File: config.mk
export PLATFORM = sky130hd
export DESIGN_NAME = pc_fetch_sequencer
export DESIGN_NICKNAME = d
export VERILOG_FILES = /design/src/rtl/pc_seq_pkg.sv /design/src/rtl/pc_next_sel.sv /design/src/rtl/pc_fetch_sequencer.sv
export SDC_FILE = /design/constraint.sdc
export NUM_CORES = 1
export LEC_CHECK = 0
export BUFFER_PORTS_ARGS = -buffer_cell sky130_fd_sc_hd__buf_2
export CORE_MARGIN = 1.5
export CORE_UTILIZATION = 30
export DETAILED_ROUTE_END_ITERATION = 10
export PLACE_DENSITY = 0.63
export SLEW_MARGIN = 20
export SYNTH_ARGS = -nofsm -noshare
export SYNTH_HDL_FRONTEND = slang
export SYNTH_HIERARCHICAL = 1
export SYNTH_SLANG_ARGS = --single-unit
File: constraint.sdc
create_clock -name clk -period 4.38 [get_ports clk]
set_clock_uncertainty 0.05 [all_clocks]
set_input_delay 0.219 -clock clk [delete_from_list [all_inputs] [get_ports clk]]
set_output_delay 0.219 -clock clk [all_outputs]
set_load 0.1 [all_outputs]
File: src/rtl/pc_seq_pkg.sv
// Shared types and constants for the PC / instruction-fetch sequencer.
package pc_seq_pkg;

  typedef enum logic [1:0] {
    IDLE = 2'd0,
    REQ  = 2'd1,
    WAIT = 2'd2,
    HOLD = 2'd3
  } fetch_state_e;

  localparam logic [31:0] INSTR_BYTES = 32'd4;
  localparam logic [31:0] ALIGN_MASK  = 32'hFFFF_FFFC;

endpackage

File: src/rtl/pc_next_sel.sv
// Next-PC priority mux: trap vector beats redirect target beats pc+4.
// Redirect/trap targets are forced word aligned; pc+4 wraps modulo 2^32.
module pc_next_sel
  import pc_seq_pkg::*;
#(
  parameter logic [31:0] TRAP_VECTOR = 32'h0000_0100
) (
  input  logic [31:0] pc,
  input  logic        trap_valid,
  input  logic        redirect_valid,
  input  logic [31:0] redirect_pc,
  output logic        jump,
  output logic [31:0] next_pc
);

  // Select the next fetch address in priority order.
  always_comb begin
    jump    = trap_valid | redirect_valid;
    next_pc = pc + INSTR_BYTES;
    if (trap_valid)
      next_pc = TRAP_VECTOR & ALIGN_MASK;
    else if (redirect_valid)
      next_pc = redirect_pc & ALIGN_MASK;
  end

endmodule

File: src/rtl/pc_fetch_sequencer.sv
// PC register, single-outstanding fetch FSM and one-entry instruction buffer.
// A redirect/trap that lands after a request has been accepted marks the
// in-flight response for discard (drop) instead of cancelling it on the bus.
module pc_fetch_sequencer
  import pc_seq_pkg::*;
#(
  parameter logic [31:0] RESET_VECTOR = 32'h0000_0000,
  parameter logic [31:0] TRAP_VECTOR  = 32'h0000_0100
) (
  input  logic        clk,
  input  logic        reset,
  output logic        imem_req_valid,
  output logic [31:0] imem_req_addr,
  input  logic        imem_req_ready,
  input  logic        imem_rsp_valid,
  input  logic [31:0] imem_rsp_data,
  output logic        if_valid,
  output logic [31:0] if_pc,
  output logic [31:0] if_instr,
  input  logic        if_ready,
  input  logic        redirect_valid,
  input  logic [31:0] redirect_pc,
  input  logic        trap_valid
);

  fetch_state_e state, state_nxt;
  logic [31:0]  pc, pc_nxt;
  logic         drop, drop_nxt;
  logic [31:0]  instr_q, instr_nxt;
  logic [31:0]  ifpc_q, ifpc_nxt;
  logic         jump;
  logic [31:0]  sel_pc;

  pc_next_sel #(.TRAP_VECTOR(TRAP_VECTOR)) u_next_sel (
    .pc             (pc),
    .trap_valid     (trap_valid),
    .redirect_valid (redirect_valid),
    .redirect_pc    (redirect_pc),
    .jump           (jump),
    .next_pc        (sel_pc)
  );

  assign imem_req_valid = (state == REQ);
  assign imem_req_addr  = pc;
  assign if_valid       = (state == HOLD);
  assign if_pc          = ifpc_q;
  assign if_instr       = instr_q;

  // Next-state, PC, drop flag and buffer update.
  always_comb begin
    state_nxt = state;
    pc_nxt    = pc;
    drop_nxt  = drop;
    instr_nxt = instr_q;
    ifpc_nxt  = ifpc_q;
    case (state)
      IDLE: state_nxt = REQ;
      REQ: begin
        if (jump) pc_nxt = sel_pc;
        if (imem_req_ready) begin
          state_nxt = WAIT;
          drop_nxt  = jump;
        end
      end
      WAIT: begin
        if (jump) begin
          pc_nxt = sel_pc;
          if (imem_rsp_valid) begin
            state_nxt = REQ;
            drop_nxt  = 1'b0;
          end else begin
            drop_nxt  = 1'b1;
          end
        end else if (imem_rsp_valid) begin
          if (drop) begin
            drop_nxt  = 1'b0;
            state_nxt = REQ;
          end else begin
            instr_nxt = imem_rsp_data;
            ifpc_nxt  = pc;
            state_nxt = HOLD;
          end
        end
      end
      HOLD: begin
        if (jump || if_ready) begin
          pc_nxt    = sel_pc;
          state_nxt = REQ;
        end
      end
      default: state_nxt = IDLE;
    endcase
  end

  // State registers with synchronous active-low reset.
  always_ff @(posedge clk) begin
    if (!reset) begin
      state   <= IDLE;
      pc      <= RESET_VECTOR;
      drop    <= 1'b0;
      instr_q <= 32'h0;
      ifpc_q  <= RESET_VECTOR;
    end else begin
      state   <= state_nxt;
      pc      <= pc_nxt;
      drop    <= drop_nxt;
      instr_q <= instr_nxt;
      ifpc_q  <= ifpc_nxt;
    end
  end

endmodule
==> metrics.csv <==
stage,metric,value,unit
run_status,status,completed,
sta,holdWs,0.0422,ns
sta,rsz0062_at_grt,false,
critical_path,cp-end-kind,flop,
floorplan,core_area,15900,um2
power,combPwrFrac,16.0,%
power,p_seq_share,42.6,%
final_layout,drive_gt1_share,25.7,%
critical_path,cp_max_fo,8,
power,ir_drop,223,uV
final_layout,final_common_cell,buf_2,
synthesis,yosysSeqAreaShare,40.6,%
drt,routed_wirelength,14800,um
clock_network,cts-htree-levels,3,
floorplan,pin_count,169,
sta,setup_tns,0,ns
global_route,grt_pass1_vias,4483,
sta,period_share,63.4,%
drt,first_iter_violations,258,
sta,tightest_slew,1.02,ns
placement,portBuffers,166,
clock_network,cts_resized,0,
clock_network,clk_latency,0.35,ns
placement,dp_hpwl,9550,um
synthesis,ys_async_sr_fraction,0,%
sta,fmax,360,MHz
drt,num_vias,4992,
clock_network,cts-buffers-inserted,9,
sta,relSlewSlack,31.8,%
global_route,grt_pass1_wl,23200,um
synthesis,syn_inst,639,
synthesis,yosysTopAreaCell,dfxtp_1,
synthesis,synth-adder-area-share,1.28,%
clock_network,clk_pin_slew,0.07,ns
final_layout,syn2layout_area_growth,25.4,%
global_route,grt_overflow,0,
clock_network,cts_setup_buffers,0,
final_layout,mostFrequentLayoutCells,"buf_2 (166), nand2_1 (140), dfxtp_1 (99), a21oi_1 (88), nand3_1 (42)",
clock_network,holdBufCountCts,0,
final_layout,final_cell_area,6120,um2
sta,hold_viol_final,0,
placement,placed_area,5770,um2
floorplan,die_h,131,um
drt,viasPerCell,5.03,
flow_run,cap_violations,0,
power,p_int,1.58,mW
synthesis,synthMuxAreaShare,0.205,%
drt,dr.pass1.iters,5,
synthesis,yosys_warnings,6,
power,p_sw,0.663,mW
synthesis,ys.flop_type,dfxtp_1,
sta,finalCriticalPeriod,2.78,ns
global_route,grt_max_degree,65,
min_path,hp-class,in -> reg,
synthesis,synth_area_leaders,"dfxtp_1 (41%), nand2_1 (11%), a21oi_1 (9.1%), nand3_1 (4.3%), o21ai_0 (3.9%)",
drt,drc,0,
placement,place_ws,1.64,ns
synthesis,synth_seq_cells,99,
power,switching_share,29.6,%
synthesis,synth.net_count,715,
sta,timing.final.ws_setup,1.60,ns
placement,dp.cells,975,
drt,drtAntennaViolNets,0,
sta,maxSlewViolCount,0,
power,clockPowerShare,41.3,%
floorplan,fp-row-count,46,
synthesis,synth_compound_area_share,23.2,%
synthesis,synth.avg_cell_area,7.63,um2
power,power.total,2.24,mW
clock_network,root_buffer,clkbuf_16,
final_layout,fin_nets,846,
synthesis,synth.cell_area,4880,um2
global_route,grt.total_usage,17.4,%
final_layout,finish.utilization,38.5,%
floorplan,chipWidth,131,um
clock_network,cts.path.max_buffers,2,
synthesis,synth-simple-area-share,25.8,%
synthesis,ys_types,54,
critical_path,setup.worst_path.start_class,flop,
synthesis,synth-edff-count,0,
critical_path,crit_arrival,3.01,ns
floorplan,dieArea,17000,um2
critical_path,path_class,reg -> reg,
synthesis,synth-xor-area-share,1.97,%
floorplan,start_util,30.7,%
power,p_leak,2.42,nW
clock_network,cts_tree,done,
synthesis,synth.top_cell.area_share,40.6,%
synthesis,synth_top_family_by_area,simple AND/OR/NAND/NOR gates,
drt,drt-wirelength-per-cell,15.0,um
critical_path,required,4.61,ns
clock_network,cts_num_sinks,99,
global_route,grt_antenna_before_repair,0,
critical_path,ff2ff_setup_slack,1.60,ns
placement,gp_congestion,0.813,
power,power_density,367,nW/um2
final_layout,fin_cells,992,
sta,setup_viol,0,
==> worst paths after layout <==
path                            cells after the start           endpoint              start
worst max-delay path                                7  imem_req_addr[24]   imem_req_addr[2]
worst min-delay path                                3       if_instr[28]  imem_rsp_data[28]
worst max register to register                      7  imem_req_addr[24]   imem_req_addr[2]
worst min register to register                      2          if_pc[26]          if_pc[26]
==> Yosys cell counts, types with 6 or more instances <==
cell type and count:
nand2_1 140, dfxtp_1 99, a21oi_1 89, nand3_1 42
o21ai_0 38, nor2_1 27, clkbuf_1 26, inv_1 19
a21boi_0 16, nand4_1 12, buf_2 10, a211oi_1 9
a311oi_1 8, or4_1 8, buf_6 7, and4_1 6
xnor2_1 6
==> cell type report <==
cell class / count / area [um2]
fillers: 1717 / 9770
multi-input cells: 470 / 2580
flip-flops and latches: 99 / 1980
repair buffers: 171 / 868
well taps: 216 / 270
clock buffers: 11 / 243
clock inverters: 5 / 100
inverters: 19 / 71.3
diodes: 1 / 2.50
==> kinds of logic after synthesis <==
logic type | Yosys count
buffers and inverters | 70
flip-flops | 99
AO/OA/AOI/OAI | 188
XOR/XNOR | 11
multiplexers | 1
AND/OR/NAND/NOR | 265
adder cells (fa/ha/maj) | 5
==> sequential cells by signal, summed over array words and instances, names as in the netlist <==
signal	flops
state	2
drop	1
if_pc	32
imem_req_addr	32
if_instr	32
==> power groups by stage <==
| stage | logic, mW | registers, mW | clock network [mW] |
|---|---|---|---|
| 2_1_floorplan | 0.149 | 1.09 | 0 |
| 3_3_place_gp | 0.358 | 0.975 | 0 |
| 3_5_place_dp | 0.360 | 0.976 | 0 |
| 4_1_cts | 0.361 | 0.955 | 0.955 |
| 5_1_grt | 0.387 | 0.960 | 0.987 |
| 6_report | 0.360 | 0.955 | 0.927 |
==> worst max-delay path, cell delays in order, from the launching register on <==
cell	delay, ns
dfxtp_1	0.47
ha_1	0.27
nand4_1	0.34
or4_1	0.76
o31a_1	0.29
a221oi_1	0.26
nand3_1	0.11
a21oi_1	0.15
==> layer usage <==
layer	routed length [um]	vias to the layer above	global-route usage [%]
met5	0	-	0
met4	337	0	7.89
met3	697	18	2.73
met2	7020	163	27.6
li1	-	2509	-
met1	6790	2302	23.3
No activity file was read; power rests on OpenSTA's default activity.
